--- src/rtl/riscv_pkg.sv ---
// Shared definitions for the pipelined RISC-V core: opcodes used by the
// memory stage and the memory-stage controller state encoding.
package riscv_pkg;

  localparam logic [6:0] OPCODE_LOAD    = 7'b0000011;
  localparam logic [6:0] OPCODE_STORE   = 7'b0100011;
  localparam logic [6:0] OPCODE_REG_REG = 7'b0110011;
  localparam logic [6:0] OPCODE_REG_IMM = 7'b0010011;
  localparam logic [6:0] OPCODE_LUI     = 7'b0110111;

  typedef enum logic [1:0] {
    IDLE,
    REQ,
    WAIT_R
  } mem_state_t;

  // True for the two opcodes that touch the data-memory bus.
  function automatic logic is_mem_op(input logic [6:0] op);
    return (op == OPCODE_LOAD) || (op == OPCODE_STORE);
  endfunction

endpackage

--- src/rtl/execute_memory_if.sv ---
// Execute-to-memory pipeline channel with a valid/ready handshake.
interface execute_memory_if #(
  parameter int N = 32
);
  logic         valid;
  logic         ready;
  logic [N-1:0] alu_result;
  logic [N-1:0] rs2_data;
  logic [6:0]   opcode;
  logic         zero;

  modport execute_out (
    output valid, alu_result, rs2_data, opcode, zero,
    input  ready
  );

  modport memory_in (
    input  valid, alu_result, rs2_data, opcode, zero,
    output ready
  );
endinterface

--- src/rtl/memory_writeback_if.sv ---
// Memory-to-writeback pipeline channel with a valid/ready handshake.
interface memory_writeback_if #(
  parameter int N = 32
);
  logic         valid;
  logic         ready;
  logic [N-1:0] wb_data;
  logic [6:0]   opcode;
  logic         misaligned;
  logic         bus_err;

  modport memory_out (
    output valid, wb_data, opcode, misaligned, bus_err,
    input  ready
  );

  modport writeback_in (
    input  valid, wb_data, opcode, misaligned, bus_err,
    output ready
  );
endinterface

--- src/rtl/mem_stage.sv ---
// Memory stage: accepts execute results, performs aligned word loads/stores
// on a single-outstanding request/grant/response bus, and hands completed
// results to writeback through a registered valid/ready output.
// DMEM_TIMEOUT must be at least 2.
module mem_stage
  import riscv_pkg::*;
#(
  parameter int N            = 32,
  parameter int DMEM_TIMEOUT = 16
) (
  input  logic                   clk,
  input  logic                   rst,
  execute_memory_if.memory_in    em_if,
  memory_writeback_if.memory_out mw_if,
  output logic                   dmem_req,
  output logic                   dmem_we,
  output logic [N-1:0]           dmem_addr,
  output logic [N-1:0]           dmem_wdata,
  output logic [3:0]             dmem_be,
  input  logic                   dmem_gnt,
  input  logic                   dmem_rvalid,
  input  logic [N-1:0]           dmem_rdata
);

  localparam int              CW       = $clog2(DMEM_TIMEOUT) + 1;
  localparam logic [CW-1:0]   CNT_LAST = CW'(DMEM_TIMEOUT - 1);

  mem_state_t    state_q, state_d;
  logic [CW-1:0] cnt_q, cnt_d;
  logic [N-1:0]  addr_q, addr_d;
  logic [N-1:0]  wdata_q, wdata_d;
  logic          we_q, we_d;
  logic [6:0]    op_q, op_d;

  logic          out_valid_q;
  logic [N-1:0]  out_data_q;
  logic [6:0]    out_op_q;
  logic          out_mis_q;
  logic          out_err_q;

  logic          res_load;
  logic [N-1:0]  res_data;
  logic [6:0]    res_op;
  logic          res_mis;
  logic          res_err;

  logic          em_ready;
  logic          unused_zero;

  // The branch-compare flag travels with the channel but the memory stage has no use for it.
  assign unused_zero = em_if.zero;

  // A new op is taken only when the bus is idle and the output slot is free or draining now.
  assign em_ready    = (state_q == IDLE) && (!out_valid_q || mw_if.ready);
  assign em_if.ready = em_ready;

  assign dmem_req   = (state_q == REQ);
  assign dmem_we    = we_q;
  assign dmem_addr  = {addr_q[N-1:2], 2'b00};
  assign dmem_wdata = wdata_q;
  assign dmem_be    = 4'hF;

  assign mw_if.valid      = out_valid_q;
  assign mw_if.wb_data    = out_data_q;
  assign mw_if.opcode     = out_op_q;
  assign mw_if.misaligned = out_mis_q;
  assign mw_if.bus_err    = out_err_q;

  // Bus controller state, captured access fields and timeout counter.
  always_ff @(posedge clk) begin
    if (rst) begin
      state_q <= IDLE;
      cnt_q   <= '0;
      addr_q  <= '0;
      wdata_q <= '0;
      we_q    <= 1'b0;
      op_q    <= '0;
    end else begin
      state_q <= state_d;
      cnt_q   <= cnt_d;
      addr_q  <= addr_d;
      wdata_q <= wdata_d;
      we_q    <= we_d;
      op_q    <= op_d;
    end
  end

  // Next-state logic; also decides when a result is ready to load into the output slot.
  always_comb begin
    state_d  = state_q;
    cnt_d    = cnt_q;
    addr_d   = addr_q;
    wdata_d  = wdata_q;
    we_d     = we_q;
    op_d     = op_q;
    res_load = 1'b0;
    res_data = '0;
    res_op   = op_q;
    res_mis  = 1'b0;
    res_err  = 1'b0;

    case (state_q)
      IDLE: begin
        if (em_if.valid && em_ready) begin
          if (is_mem_op(em_if.opcode)) begin
            if (em_if.alu_result[1:0] != 2'b00) begin
              res_load = 1'b1;
              res_data = em_if.alu_result;
              res_op   = em_if.opcode;
              res_mis  = 1'b1;
            end else begin
              addr_d  = em_if.alu_result;
              wdata_d = em_if.rs2_data;
              we_d    = (em_if.opcode == OPCODE_STORE);
              op_d    = em_if.opcode;
              cnt_d   = '0;
              state_d = REQ;
            end
          end else begin
            res_load = 1'b1;
            res_data = em_if.alu_result;
            res_op   = em_if.opcode;
          end
        end
      end

      REQ: begin
        if (dmem_gnt) begin
          if (we_q) begin
            res_load = 1'b1;
            res_data = addr_q;
            state_d  = IDLE;
          end else if (dmem_rvalid) begin
            res_load = 1'b1;
            res_data = dmem_rdata;
            state_d  = IDLE;
          end else begin
            cnt_d   = cnt_q + 1'b1;
            state_d = WAIT_R;
          end
        end else if (cnt_q >= CNT_LAST) begin
          res_load = 1'b1;
          res_err  = 1'b1;
          state_d  = IDLE;
        end else begin
          cnt_d = cnt_q + 1'b1;
        end
      end

      WAIT_R: begin
        if (dmem_rvalid) begin
          res_load = 1'b1;
          res_data = dmem_rdata;
          state_d  = IDLE;
        end else if (cnt_q >= CNT_LAST) begin
          res_load = 1'b1;
          res_err  = 1'b1;
          state_d  = IDLE;
        end else begin
          cnt_d = cnt_q + 1'b1;
        end
      end

      default: state_d = IDLE;
    endcase
  end

  // Output slot: a new result overrides a same-cycle drain, otherwise a handshake empties it.
  always_ff @(posedge clk) begin
    if (rst) begin
      out_valid_q <= 1'b0;
      out_data_q  <= '0;
      out_op_q    <= '0;
      out_mis_q   <= 1'b0;
      out_err_q   <= 1'b0;
    end else if (res_load) begin
      out_valid_q <= 1'b1;
      out_data_q  <= res_data;
      out_op_q    <= res_op;
      out_mis_q   <= res_mis;
      out_err_q   <= res_err;
    end else if (out_valid_q && mw_if.ready) begin
      out_valid_q <= 1'b0;
    end
  end

endmodule
--- src/flat_wrapper.sv ---
// flat-port wrapper written by rule: the top's interface ports become plain ports
module mem_stage_flat import riscv_pkg::*;
#(
  parameter int N            = 32,
  parameter int DMEM_TIMEOUT = 16
)
  (clk, rst, dmem_req, dmem_we, dmem_addr, dmem_wdata, dmem_be, dmem_gnt, dmem_rvalid, dmem_rdata, em_if_valid, em_if_alu_result, em_if_rs2_data, em_if_opcode, em_if_zero, em_if_ready, mw_if_valid, mw_if_wb_data, mw_if_opcode, mw_if_misaligned, mw_if_bus_err, mw_if_ready);
  execute_memory_if #(.N(N)) em_if_i ();
  memory_writeback_if #(.N(N)) mw_if_i ();
  input  logic clk;
  input  logic rst;
  output logic dmem_req;
  output logic dmem_we;
  output logic [N-1:0] dmem_addr;
  output logic [N-1:0] dmem_wdata;
  output logic [3:0] dmem_be;
  input  logic dmem_gnt;
  input  logic dmem_rvalid;
  input  logic [N-1:0] dmem_rdata;
  input wire logic [$bits(em_if_i.valid)-1:0] em_if_valid;
  input wire logic [$bits(em_if_i.alu_result)-1:0] em_if_alu_result;
  input wire logic [$bits(em_if_i.rs2_data)-1:0] em_if_rs2_data;
  input wire logic [$bits(em_if_i.opcode)-1:0] em_if_opcode;
  input wire logic [$bits(em_if_i.zero)-1:0] em_if_zero;
  output wire logic [$bits(em_if_i.ready)-1:0] em_if_ready;
  output wire logic [$bits(mw_if_i.valid)-1:0] mw_if_valid;
  output wire logic [$bits(mw_if_i.wb_data)-1:0] mw_if_wb_data;
  output wire logic [$bits(mw_if_i.opcode)-1:0] mw_if_opcode;
  output wire logic [$bits(mw_if_i.misaligned)-1:0] mw_if_misaligned;
  output wire logic [$bits(mw_if_i.bus_err)-1:0] mw_if_bus_err;
  input wire logic [$bits(mw_if_i.ready)-1:0] mw_if_ready;
  assign em_if_i.valid = em_if_valid;
  assign em_if_i.alu_result = em_if_alu_result;
  assign em_if_i.rs2_data = em_if_rs2_data;
  assign em_if_i.opcode = em_if_opcode;
  assign em_if_i.zero = em_if_zero;
  assign em_if_ready = em_if_i.ready;
  assign mw_if_valid = mw_if_i.valid;
  assign mw_if_wb_data = mw_if_i.wb_data;
  assign mw_if_opcode = mw_if_i.opcode;
  assign mw_if_misaligned = mw_if_i.misaligned;
  assign mw_if_bus_err = mw_if_i.bus_err;
  assign mw_if_i.ready = mw_if_ready;
  mem_stage #(.N(N), .DMEM_TIMEOUT(DMEM_TIMEOUT)) u_core (.clk(clk), .rst(rst), .em_if(em_if_i), .mw_if(mw_if_i), .dmem_req(dmem_req), .dmem_we(dmem_we), .dmem_addr(dmem_addr), .dmem_wdata(dmem_wdata), .dmem_be(dmem_be), .dmem_gnt(dmem_gnt), .dmem_rvalid(dmem_rvalid), .dmem_rdata(dmem_rdata));
endmodule
--- config.mk ---
export PLATFORM = sky130hd
export DESIGN_NAME = mem_stage_flat
export DESIGN_NICKNAME = d
export VERILOG_FILES = /design/src/rtl/riscv_pkg.sv /design/src/rtl/execute_memory_if.sv /design/src/rtl/memory_writeback_if.sv /design/src/rtl/mem_stage.sv /design/src/flat_wrapper.sv
export SDC_FILE = /design/constraint.sdc
export NUM_CORES = 1
export LEC_CHECK = 0
export ABC_AREA = 0
export CORE_ASPECT_RATIO = 1.1
export CORE_MARGIN = 2
export CORE_UTILIZATION = 46
export DETAILED_ROUTE_END_ITERATION = 12
export PLACE_DENSITY_LB_ADDON = 0.05
export SLEW_MARGIN = 15
export SYNTH_ARGS = -nofsm -noshare
export SYNTH_HDL_FRONTEND = slang
export SYNTH_SLANG_ARGS = --single-unit
--- constraint.sdc ---
create_clock -name clk -period 5.5 [get_ports clk]
set_clock_uncertainty 0.15 [all_clocks]
set_input_delay 1.1 -clock clk [delete_from_list [all_inputs] [get_ports clk]]
set_output_delay 1.1 -clock clk [all_outputs]
set_load 0.01 [all_outputs]
==> results of run 1 <==
registers in the layout, summed over array words and instances, names as in the netlist, 2 cells and up:
name	flops
u_core.addr_q	32
u_core.mw_if.opcode	7
u_core.state_q	2
u_core.cnt_q	5
u_core.op_q	7
u_core.mw_if.wb_data	32
u_core.dmem_wdata	32
cell usage in the layout, fill, tap and decap left out, types with 7 or more instances in the layout:
| cell | Yosys | layout |
|---|---|---|
| o21ai_0 | 39 | 39 |
| nand2_1 | 141 | 141 |
| a222oi_1 | 32 | 32 |
| nor2_1 | 27 | 27 |
| a21oi_1 | 97 | 97 |
| buf_4 | 42 | 7 |
| clkbuf_16 | 0 | 17 |
| clkinv_2 | 0 | 7 |
| dfxtp_1 | 121 | 121 |
| and3_1 | 9 | 8 |
| ha_1 | 7 | 7 |
| clkdlybuf4s50_1 | 0 | 214 |
cells by family (layout without fill, tap and decap cells):
family	Yosys count	in the layout	share of synthesized area (%)
other cells	2	6	0.1435
buf+inv	89	260	9.756
simple gates	204	204	17.07
compound gates	200	200	24.68
fa+ha+maj	7	7	1.674
mux	2	2	0.3826
flops	121	121	46.29
metrics by stage:
stage          cells  total power [mW]  hold WS [ns]  area [um2]
3_3_place_gp     915             1.153        0.2907        7144
2_1_floorplan    629             1.015        0.2866        5248
5_1_grt          947             2.295        0.3220        7729
3_5_place_dp     915             1.157        0.2958        7144
6_report         947             2.218        0.3015        7729
4_1_cts          947             2.238        0.3032        7727
worst max-delay path, stage by stage:
cell and delay (ns):
clkdlybuf4s50_1 0.45, nand2b_1 0.23, and2_1 0.17, clkdlybuf4s50_1 0.54
how the worst max path moves through the flow:
stage,start,endpoint,depth (start not counted)
after floorplan,mw_if_ready,em_if_ready,2
after CTS,mw_if_ready,em_if_ready,4
final,mw_if_ready,em_if_ready,4
after global routing,mw_if_ready,em_if_ready,4
after global placement,em_if_alu_result[0],u_core.cnt_q[4]$_SDFFE_PP0P_,6
after detailed placement,em_if_alu_result[0],u_core.cnt_q[4]$_SDFFE_PP0P_,6
area by class of cell:
cell class	count	area, um2	share of cell area [%]
multi-input cells	419	2317	29.98
inverters	6	22.52	0.2914
well taps	147	183.9	2.380
flip-flops and latches	121	2422	31.34
clock buffers	23	488.0	6.314
clock inverters	9	95.09	1.230
repair buffers	222	2200	28.46
power groups by stage:
| stage | registers [mW] | logic [mW] | clock network (mW) |
|---|---|---|---|
| after floorplan | 0.939 | 0.0765 | 0 |
| after global placement | 0.928 | 0.225 | 0 |
| after detailed placement | 0.929 | 0.228 | 0 |
| after CTS | 0.911 | 0.230 | 1.10 |
| after global routing | 0.913 | 0.246 | 1.14 |
| final | 0.912 | 0.229 | 1.08 |
layer usage:
layer / share of wire (%) / up-vias
li1: - / 2497
met1: 39 / 2431
met2: 51 / 227
met3: 8.3 / 22
met4: 1.7 / 0
met5: 0 / -
==> results by group, run 1 <==
Clocking
  – Post-CTS Setup Bufs: 0
  – Clock sink count: 121
  – Clk root buf: clkbuf_16
  – CTS Buffer Depth: 2
  – Total CTS buffers: 17
  – Reg clk slew, reported paths: 0.05 ns
  – Worst-Skew Late Latency: 0.40 ns
  – H-tree depth: 4
  – CTS tree: yes
  – # resized after CTS: 0
  – # hold bufs at CTS: 0

Worst hold path
  – Hold path depth: 2
  – Hold Path Origin: u_core.dmem_wdata[27]$_SDFFE_PP0P_
  – Hold WC Path Type: reg -> reg
  – Hold Path Sink: u_core.dmem_wdata[27]$_SDFFE_PP0P_

Synthesis
  – Mapped Cells: 625
  – Post-synth ARST share: 0%
  – Syn avg cell area: 8.372 um2
  – Post-synthesis sequential area ratio: 46.29%
  – Synth cell count leaders: 141 x nand2_1, 121 x dfxtp_1, 97 x a21oi_1, 42 x buf_4, 39 x o21ai_0
  – Yosys warns: 0
  – Area contributors post-synth: dfxtp_1 46%, nand2_1 10%, a21oi_1 9.3%, a222oi_1 6.1%, buf_4 6.0%
  – Mapped cell area: 5233 um2
  – Yosys top cell by area: dfxtp_1
  – Top-area cell type share of the netlist area: 46.29%
  – Most numerous cell in the Yosys netlist: nand2_1
  – Post-synth EDFFs: 0
  – Ys flop type: dfxtp_1
  – Netlist cell types: 45
  – Synthesized flop and latch total: 121

Critical path
  – Crit path DAT: 2.48 ns
  – Worst r2r dst: u_core.cnt_q[4]$_SDFFE_PP0P_
  – Worst setup EP type: output pin
  – Reg2reg start: u_core.state_q[0]$_SDFFE_PP0P_
  – CP Launch Type: input pin
  – Worst reg-to-reg setup slack: 2.59 ns
  – CP required: 4.25 ns
  – Critical path fanouts, max: 5
  – Worst R2R Path Depth: 7
  – CP Class: in -> out

Global route
  – Gr ovfl total: 0
  – Initial antenna violation count: 0
  – Vias in the first global route: 5179
  – GRT Overall Usage: 26.08%
  – Routing usage on met3: 7.762%
  – First-pass GRT wire length: 25500 um
  – Most Used Layer, Global Route: met2
  – Met2 usage: 46.28%
  – Largest net degree at the start of global routing: 81
  – GR Util met1: 29.56%

Pwr
  – Net Sw Frac: 21.49%
  – Pint: 1.742 mW
  – Share of power burned in registers: 41.1%
  – Switching power: 0.4766 mW
  – IR Drop Worst-Case VDD: 199.8 uV
  – Pwr dens: 287.0 nW/um2
  – P_leak: 2.688 nW
  – Clock share of power: 48.6%
  – Comb pwr share: 10.3%

Route
  – Via count: 5177
  – 1st-iter DRT viols: 514
  – Drt first pass iters: 6
  – WL final: 16120 um
  – Routed Antenna Nets: 0
  – WL per Instance: 17.02 um
  – Drt drc: 0
  – Via-to-Cell Ratio: 5.467

Placed design
  – HPWL Detailed: 10610 um
  – I/O Buffers: 215
  – Placer Congestion: 0.8282
  – Place WS: 1.616 ns

STA
  – Period utilization: 67.89%
  – RSZ-0062 raised after global routing: no
  – FMAX: 0.2678 GHz
  – Final Max Tran Viols: 0
  – Final Hold Violating Endpoints: 0
  – Max-slew headroom: 22.08%
  – Min Tclk post-route: 3.734 ns
  – Slew @ Worst Pin: 1.168 ns
  – Fin Setup TNS: 0 ns
  – Slack of the critical path: 1.766 ns
  – Final setup viols: 0

Floorplan
  – Die width: 105.7 um
  – Rows: 40
  – Initial core utilization: 47.52%
  – Total die area: 12250 um2
  – Die H: 115.9 um
  – IO Pins: 223
  – Core Box Area: 11010 um2

Outcome
  – Outcome: completed

Finish
  – Filler cells: 875
  – Fin util: 70.19%
  – Synthesis-to-layout area growth: 47.70%
  – Fraction of layout cells with a size suffix above 1: 5.875%
  – Nets: 904
  – N_diodes: 0

Job
  – MaxCap Viol Count: 0
(Power assumes the default switching activity.)
==> inputs of run 2 (changes only) <==
--- a/config.mk
+++ b/config.mk
@@ -8,7 +8,7 @@
 export ABC_AREA = 0
 export CORE_ASPECT_RATIO = 1.1
 export CORE_MARGIN = 2
-export CORE_UTILIZATION = 46
+export CORE_UTILIZATION = 43
 export DETAILED_ROUTE_END_ITERATION = 12
 export PLACE_DENSITY_LB_ADDON = 0.05
 export SLEW_MARGIN = 15
==> constraint.sdc (replaced) <==
create_clock -name clk -period 3.8 [get_ports clk]
set_clock_uncertainty 0.15 [all_clocks]
set_input_delay 0.76 -clock clk [delete_from_list [all_inputs] [get_ports clk]]
set_output_delay 0.76 -clock clk [all_outputs]
set_load 0.01 [all_outputs]
==> results by group, run 2 (same netlist as run 1, synthesis figures left out) <==
Placed design
  – I/O Buffers: 215 (unchanged)
  – HPWL Detailed: 10620 um (about the same)
  – Placer Congestion: 0.8233 (-0.59%)
  – Placed cells: 927 (+1.3%)

STA
  – Period utilization: 79.92%
  – Fin Setup TNS: 0 ns (unchanged)
  – Max-slew headroom: 56.42% (+34 points)
  – Slew @ Worst Pin: 0.6537 ns (-0.5138 ns)
  – Final setup viols: 0 (unchanged)
  – Final Max Tran Viols: 0 (unchanged)
  – Min Tclk post-route: 3.037 ns
  – RSZ-0062 raised after global routing: no
  – Final Hold Violating Endpoints: 0 (unchanged)
  – FMAX: 0.3293 GHz

Global route
  – Largest net degree at the start of global routing: 61 (-25%)
  – Vias in the first global route: 4909 (-5.2%)
  – Gr ovfl total: 0 (unchanged)
  – GRT Overall Usage: 24.04% (-2.0 points)
  – First-pass GRT wire length: 24780 um (-2.8%)
  – Initial antenna violation count: 0 (unchanged)

Critical path
  – Critical-path cell list: clkdlybuf4s50_1 -> nand2b_1 -> and2_1 -> clkdlybuf4s50_1
  – CP Launch Type: input pin
  – Critical path fanouts, max: 5 (unchanged)
  – Worst path slowest cell: clkdlybuf4s50_1
  – CP Class: in -> out
  – Max incr delay on CP: 0.53 ns (about the same)
  – Worst path most repeated cell: clkdlybuf4s50_1
  – Family with the most delay on the worst path: buffers and inverters
  – Crit path DAT: 2.13 ns (-0.35 ns)
  – CP required: 2.89 ns (-1.36 ns)
  – Worst setup EP type: output pin
  – Crit path buf inv count: 2 (unchanged)

Finish
  – Layout Cells excl Fill: 959 (+1.3%)
  – Most frequent cells in the layout: 214 x clkdlybuf4s50_1, 141 x nand2_1, 121 x dfxtp_1, 97 x a21oi_1, 39 x o21ai_0
  – Seq. cell area: 2422 um2 (unchanged)
  – Synthesis-to-layout area growth: 49.16%
  – N_diodes: 0 (unchanged)
  – Nets: 909 (+0.55%)
  – Fraction of layout cells with a size suffix above 1: 6.460% (+0.58 points)
  – Filler cells: 1055 (+21%)
  – Area occupied by multi-input gates: 2316 um2 (about the same)
  – Most common cell after layout, fill and taps aside: clkdlybuf4s50_1

Route
  – WL final: 15980 um (-0.88%)
  – Drt first pass iters: 8 (+2)
  – WL per Instance: 16.66 um (-2.1%)
  – 1st-iter DRT viols: 476 (-7.4%)
  – Via count: 5186 (+0.17%)
  – Via-to-Cell Ratio: 5.408 (-1.1%)
  – Routed Antenna Nets: 0 (unchanged)
  – Drt drc: 0 (unchanged)

Outcome
  – Outcome: completed

Clocking
  – Total CTS buffers: 17 (unchanged)
  – Worst-Skew Late Latency: 0.41 ns (about the same)
  – CTS Buffer Depth: 2 (unchanged)
  – # hold bufs at CTS: 0 (unchanged)
  – Post-CTS Setup Bufs: 0 (unchanged)
  – CTS tree: yes
  – # resized after CTS: 0 (unchanged)
  – Clk root buf: clkbuf_16
  – Clock sink count: 121 (unchanged)
  – H-tree depth: 4 (unchanged)
  – Reg clk slew, reported paths: 0.05 ns (about the same)

Pwr
  – Pwr dens: 423.0 nW/um2 (+47%)
  – P_leak: 2.708 nW (+0.74%)
  – Overall power: 3.301 mW (+49%)
  – IR Drop Worst-Case VDD: 310.6 uV (+55%)

Floorplan
  – IO Pins: 223 (unchanged)
  – Core Box Area: 11930 um2 (+8.3%)
  – Die width: 109.2 um (+3.3%)
  – Total die area: 13070 um2 (+6.7%)
  – Die H: 119.7 um (+3.3%)
  – Initial core utilization: 43.86% (-3.7 points)
  – Rows: 42 (+5.0%)

Job
  – MaxCap Viol Count: 0 (unchanged)

Worst hold path
  – Hold WC Path Type: reg -> reg
run 2: worst register-to-register path, cell delays in order, from the launching register on:
cell	delay, ns
dfxtp_1	0.41
inv_1	0.10
ha_1	0.32
and2_1	0.23
nand4_4	0.12
buf_4	0.45
buf_4	0.42
nand2_1	0.10
a32oi_1	0.20
nor2_1	0.06
run 2: layout make-up:
type                            instances  share of cell area, %
Sequential cell                       121                  31.04
Multi-Input combinational cell        419                  29.67
Timing Repair Buffer                  227                  28.66
Clock buffer                           21                  6.028
Tap cell                              154                  2.469
Clock inverter                         11                  1.844
Inverter                                6                 0.2886
run 2: worst paths after layout:
check	start	slack, ns	end	cells past startpoint
worst max-delay path	mw_if_ready	0.76	em_if_ready	4
worst min-delay path	u_core.dmem_wdata[21]$_SDFFE_PP0P_	0.31	u_core.dmem_wdata[21]$_SDFFE_PP0P_	2
worst max register to register	u_core.state_q[0]$_SDFFE_PP0P_	1.12	u_core.state_q[1]$_SDFFE_PP0P_	9
worst min register to register	u_core.dmem_wdata[21]$_SDFFE_PP0P_	0.31	u_core.dmem_wdata[21]$_SDFFE_PP0P_	2
run 2: report_power, final:
part	switching [mW]	internal (mW)
logic	0.140	0.194
clock network	0.568	1.08
registers	0.0157	1.30
run 2: through the flow:
step                hold slack [ns]  util [%]  area, um2  setup WS, ns
floorplan                    0.2866         -       5248         1.526
global placement             0.2911     60.28       7191        0.6552
detailed placement           0.2957     60.28       7191        0.6432
CTS                          0.3066     65.43       7805        0.7633
global route                 0.3236     65.43       7805        0.7327
finish                       0.3064     65.43       7805        0.7631
run 2: layer usage:
layer / wire, um / vias to the layer above / part of all wire [%] / track usage [%]
li1: - / 2509 / - / -
met1: 6324 / 2434 / 40 / 29.29
met2: 7875 / 226 / 49 / 39.67
met3: 1520 / 17 / 9.5 / 8.637
met4: 258 / 0 / 1.6 / 7.041
met5: 0 / - / 0 / 0
==> inputs of run 3 (changes only) <==
--- a/config.mk
+++ b/config.mk
@@ -8,7 +8,7 @@
 export ABC_AREA = 0
 export CORE_ASPECT_RATIO = 1.1
 export CORE_MARGIN = 2
-export CORE_UTILIZATION = 43
+export CORE_UTILIZATION = 39
 export DETAILED_ROUTE_END_ITERATION = 12
 export PLACE_DENSITY_LB_ADDON = 0.05
 export SLEW_MARGIN = 15
==> constraint.sdc (replaced) <==
create_clock -name clk -period 2.5 [get_ports clk]
set_clock_uncertainty 0.15 [all_clocks]
set_input_delay 0.5 -clock clk [delete_from_list [all_inputs] [get_ports clk]]
set_output_delay 0.5 -clock clk [all_outputs]
set_load 0.01 [all_outputs]
==> results by group, run 3 (same netlist as run 1, synthesis figures left out) <==
Outcome
  – Outcome: completed

Critical path
  – Worst R2R Path Depth: 9 (unchanged)
  – CP required: 2.65 ns (-0.24 ns)
  – CP startpoint: u_core.cnt_q[0]$_SDFFE_PP0P_
  – CP Class: reg -> reg
  – Reg2reg start: u_core.cnt_q[0]$_SDFFE_PP0P_
  – Worst setup EP type: register
  – CP Launch Type: register
  – Critical path fanouts, max: 42 (+37)
  – Crit path DAT: 2.53 ns (+0.40 ns)

Clocking
  – Worst-Skew Late Latency: 0.41 ns (about the same)
  – Total CTS buffers: 17 (unchanged)
  – CTS tree: yes
  – Clock sink count: 121 (unchanged)
  – H-tree depth: 4 (unchanged)
  – CTS Buffer Depth: 2 (unchanged)
  – Clk root buf: clkbuf_16
  – # hold bufs at CTS: 0 (unchanged)
  – Post-CTS Setup Bufs: 0 (unchanged)
  – Reg clk slew, reported paths: 0.06 ns (about the same)

Global route
  – Initial antenna violation count: 0 (unchanged)
  – First-pass GRT wire length: 25670 um (+3.6%)
  – Largest net degree at the start of global routing: 60 (-1.6%)
  – Gr ovfl total: 0 (unchanged)
  – Vias in the first global route: 5040 (+2.7%)
  – GRT Overall Usage: 22.67% (-1.4 points)

Placed design
  – I/O Buffers: 215 (unchanged)
  – HPWL Detailed: 11070 um (+4.2%)
  – Area of placed instances: 7487 um2 (+4.1%)
  – Placer Congestion: 0.8565 (+4.0%)
  – Place WS: -0.1361 ns (-0.7794 ns)

Floorplan
  – Initial core utilization: 39.77% (-4.1 points)
  – IO Pins: 223 (unchanged)
  – Rows: 44 (+4.8%)
  – Die width: 114.4 um (+4.8%)
  – Total die area: 14360 um2 (+9.9%)
  – Core Box Area: 13160 um2 (+10%)
  – Die H: 125.5 um (+4.8%)

Finish
  – Seq. cell area: 2427 um2 (+0.21%)
  – Nets: 936 (+3.0%)
  – N_diodes: 0 (unchanged)
  – Area occupied by multi-input gates: 2323 um2 (+0.32%)
  – Filler cells: 1151 (+9.1%)
  – Synthesis-to-layout area growth: 55.26%
  – Fin util: 61.74% (-3.7 points)
  – Post-route cell area: 8124 um2 (+4.1%)
  – Most frequent cells in the layout: 213 x clkdlybuf4s50_1, 141 x nand2_1, 117 x dfxtp_1, 97 x a21oi_1, 38 x o21ai_0
  – Fraction of layout cells with a size suffix above 1: 10.10% (+3.6 points)
  – Most common cell after layout, fill and taps aside: clkdlybuf4s50_1

Route
  – WL per Instance: 16.83 um (+1.0%)
  – Drt drc: 0 (unchanged)
  – Drt first pass iters: 8 (unchanged)
  – Routed Antenna Nets: 0 (unchanged)
  – WL final: 16720 um (+4.6%)
  – Via-to-Cell Ratio: 5.328 (-1.5%)
  – Via count: 5291 (+2.0%)
  – 1st-iter DRT viols: 415 (-13%)

STA
  – Max-slew headroom: 57.20% (+0.78 points)
  – Slew @ Worst Pin: 0.6420 ns (-0.01173 ns)
  – Period utilization: 95.15%
  – Min Tclk post-route: 2.379 ns
  – Slack of the critical path: 0.1213 ns (-0.6417 ns)
  – Fin Setup TNS: 0 ns (unchanged)
  – RSZ-0062 raised after global routing: no
  – Final Hold Violating Endpoints: 0 (unchanged)
  – Hold Slack: 0.3014 ns (-0.005002 ns)
  – Final Max Tran Viols: 0 (unchanged)
  – Final setup viols: 0 (unchanged)
  – FMAX: 0.4204 GHz

Pwr
  – IR Drop Worst-Case VDD: 374.0 uV (+20%)
  – Pwr dens: 606.9 nW/um2 (+43%)
  – P_leak: 2.869 nW (+6.0%)

Worst hold path
  – Hold path depth: 2 (unchanged)
  – Hold WC Path Type: reg -> reg
  – Hold Path Origin: u_core.dmem_wdata[11]$_SDFFE_PP0P_

Job
  – MaxCap Viol Count: 0 (unchanged)
[run 3: cell count changes in the layout (fill, tap and decap cells not counted), sizes merged]
| cell | previous run | this run |
|---|---|---|
| buf | 13 | 38 |
| clkinv | 3 | 6 |
| bufinv | 3 | 2 |
| clkbuf | 21 | 22 |
| clkdlybuf4s50 | 214 | 213 |
| clkinvlp | 4 | 3 |
| dlymetal6s2s | 0 | 1 |
[run 3: routing by layer]
layer	vias to the layer above	routed length, um	global-route usage, %
met4	0	294	8.967
met5	-	0	0
met2	211	8231	37.73
met1	2493	6864	27.07
li1	2567	-	-
met3	20	1325	7.029
[run 3: layout make-up]
type / instances / share of cell area, %
tap: 161 / 2.480
multi-input combinational: 419 / 28.60
sequential: 121 / 29.88
inverter: 6 / 0.2772
timing repair buffer: 254 / 31.73
clock inverter: 12 / 1.540
clock buffer: 20 / 5.498
[run 3: power by group]
group / leakage [nW] / internal (mW) / switching (mW)
Combinational: 1.61 / 0.330 / 0.223
Sequential: 0.985 / 1.98 / 0.0246
Clock: 0.276 / 1.49 / 0.888
[run 3: worst max-delay path, stage by stage (launching register included)]
cell      delay, ns
dfxtp_2        0.34
ha_1           0.22
and3_1         0.20
ha_2           0.21
nor3_1         0.13
o32a_1         0.27
o311ai_4       0.22
buf_12         0.25
o21ai_0        0.20
a21oi_1        0.06
[run 3: what timing repair did]
item	in CTS	in global routing
gates cloned	0	2
gates resized for setup	2	6
endpoints found under the setup margin	1	14
[run 3: stage by stage]
stage                     total power, mW  instances
after floorplan                     2.234        629
after global placement              2.575        959
after detailed placement            2.579        959
after CTS                           4.961        991
after global routing                5.104        993
final                               4.931        993
[run 3: path summary, 6_finish.rpt]
path | endpoint | slack [ns]
setup / recovery | u_core.mw_if.wb_data[12]$_SDFFE_PP0P_ | 0.12
hold / removal | u_core.dmem_wdata[11]$_SDFFE_PP0P_ | 0.30
setup reg to reg | u_core.mw_if.wb_data[12]$_SDFFE_PP0P_ | 0.12
hold reg to reg | u_core.dmem_wdata[11]$_SDFFE_PP0P_ | 0.30
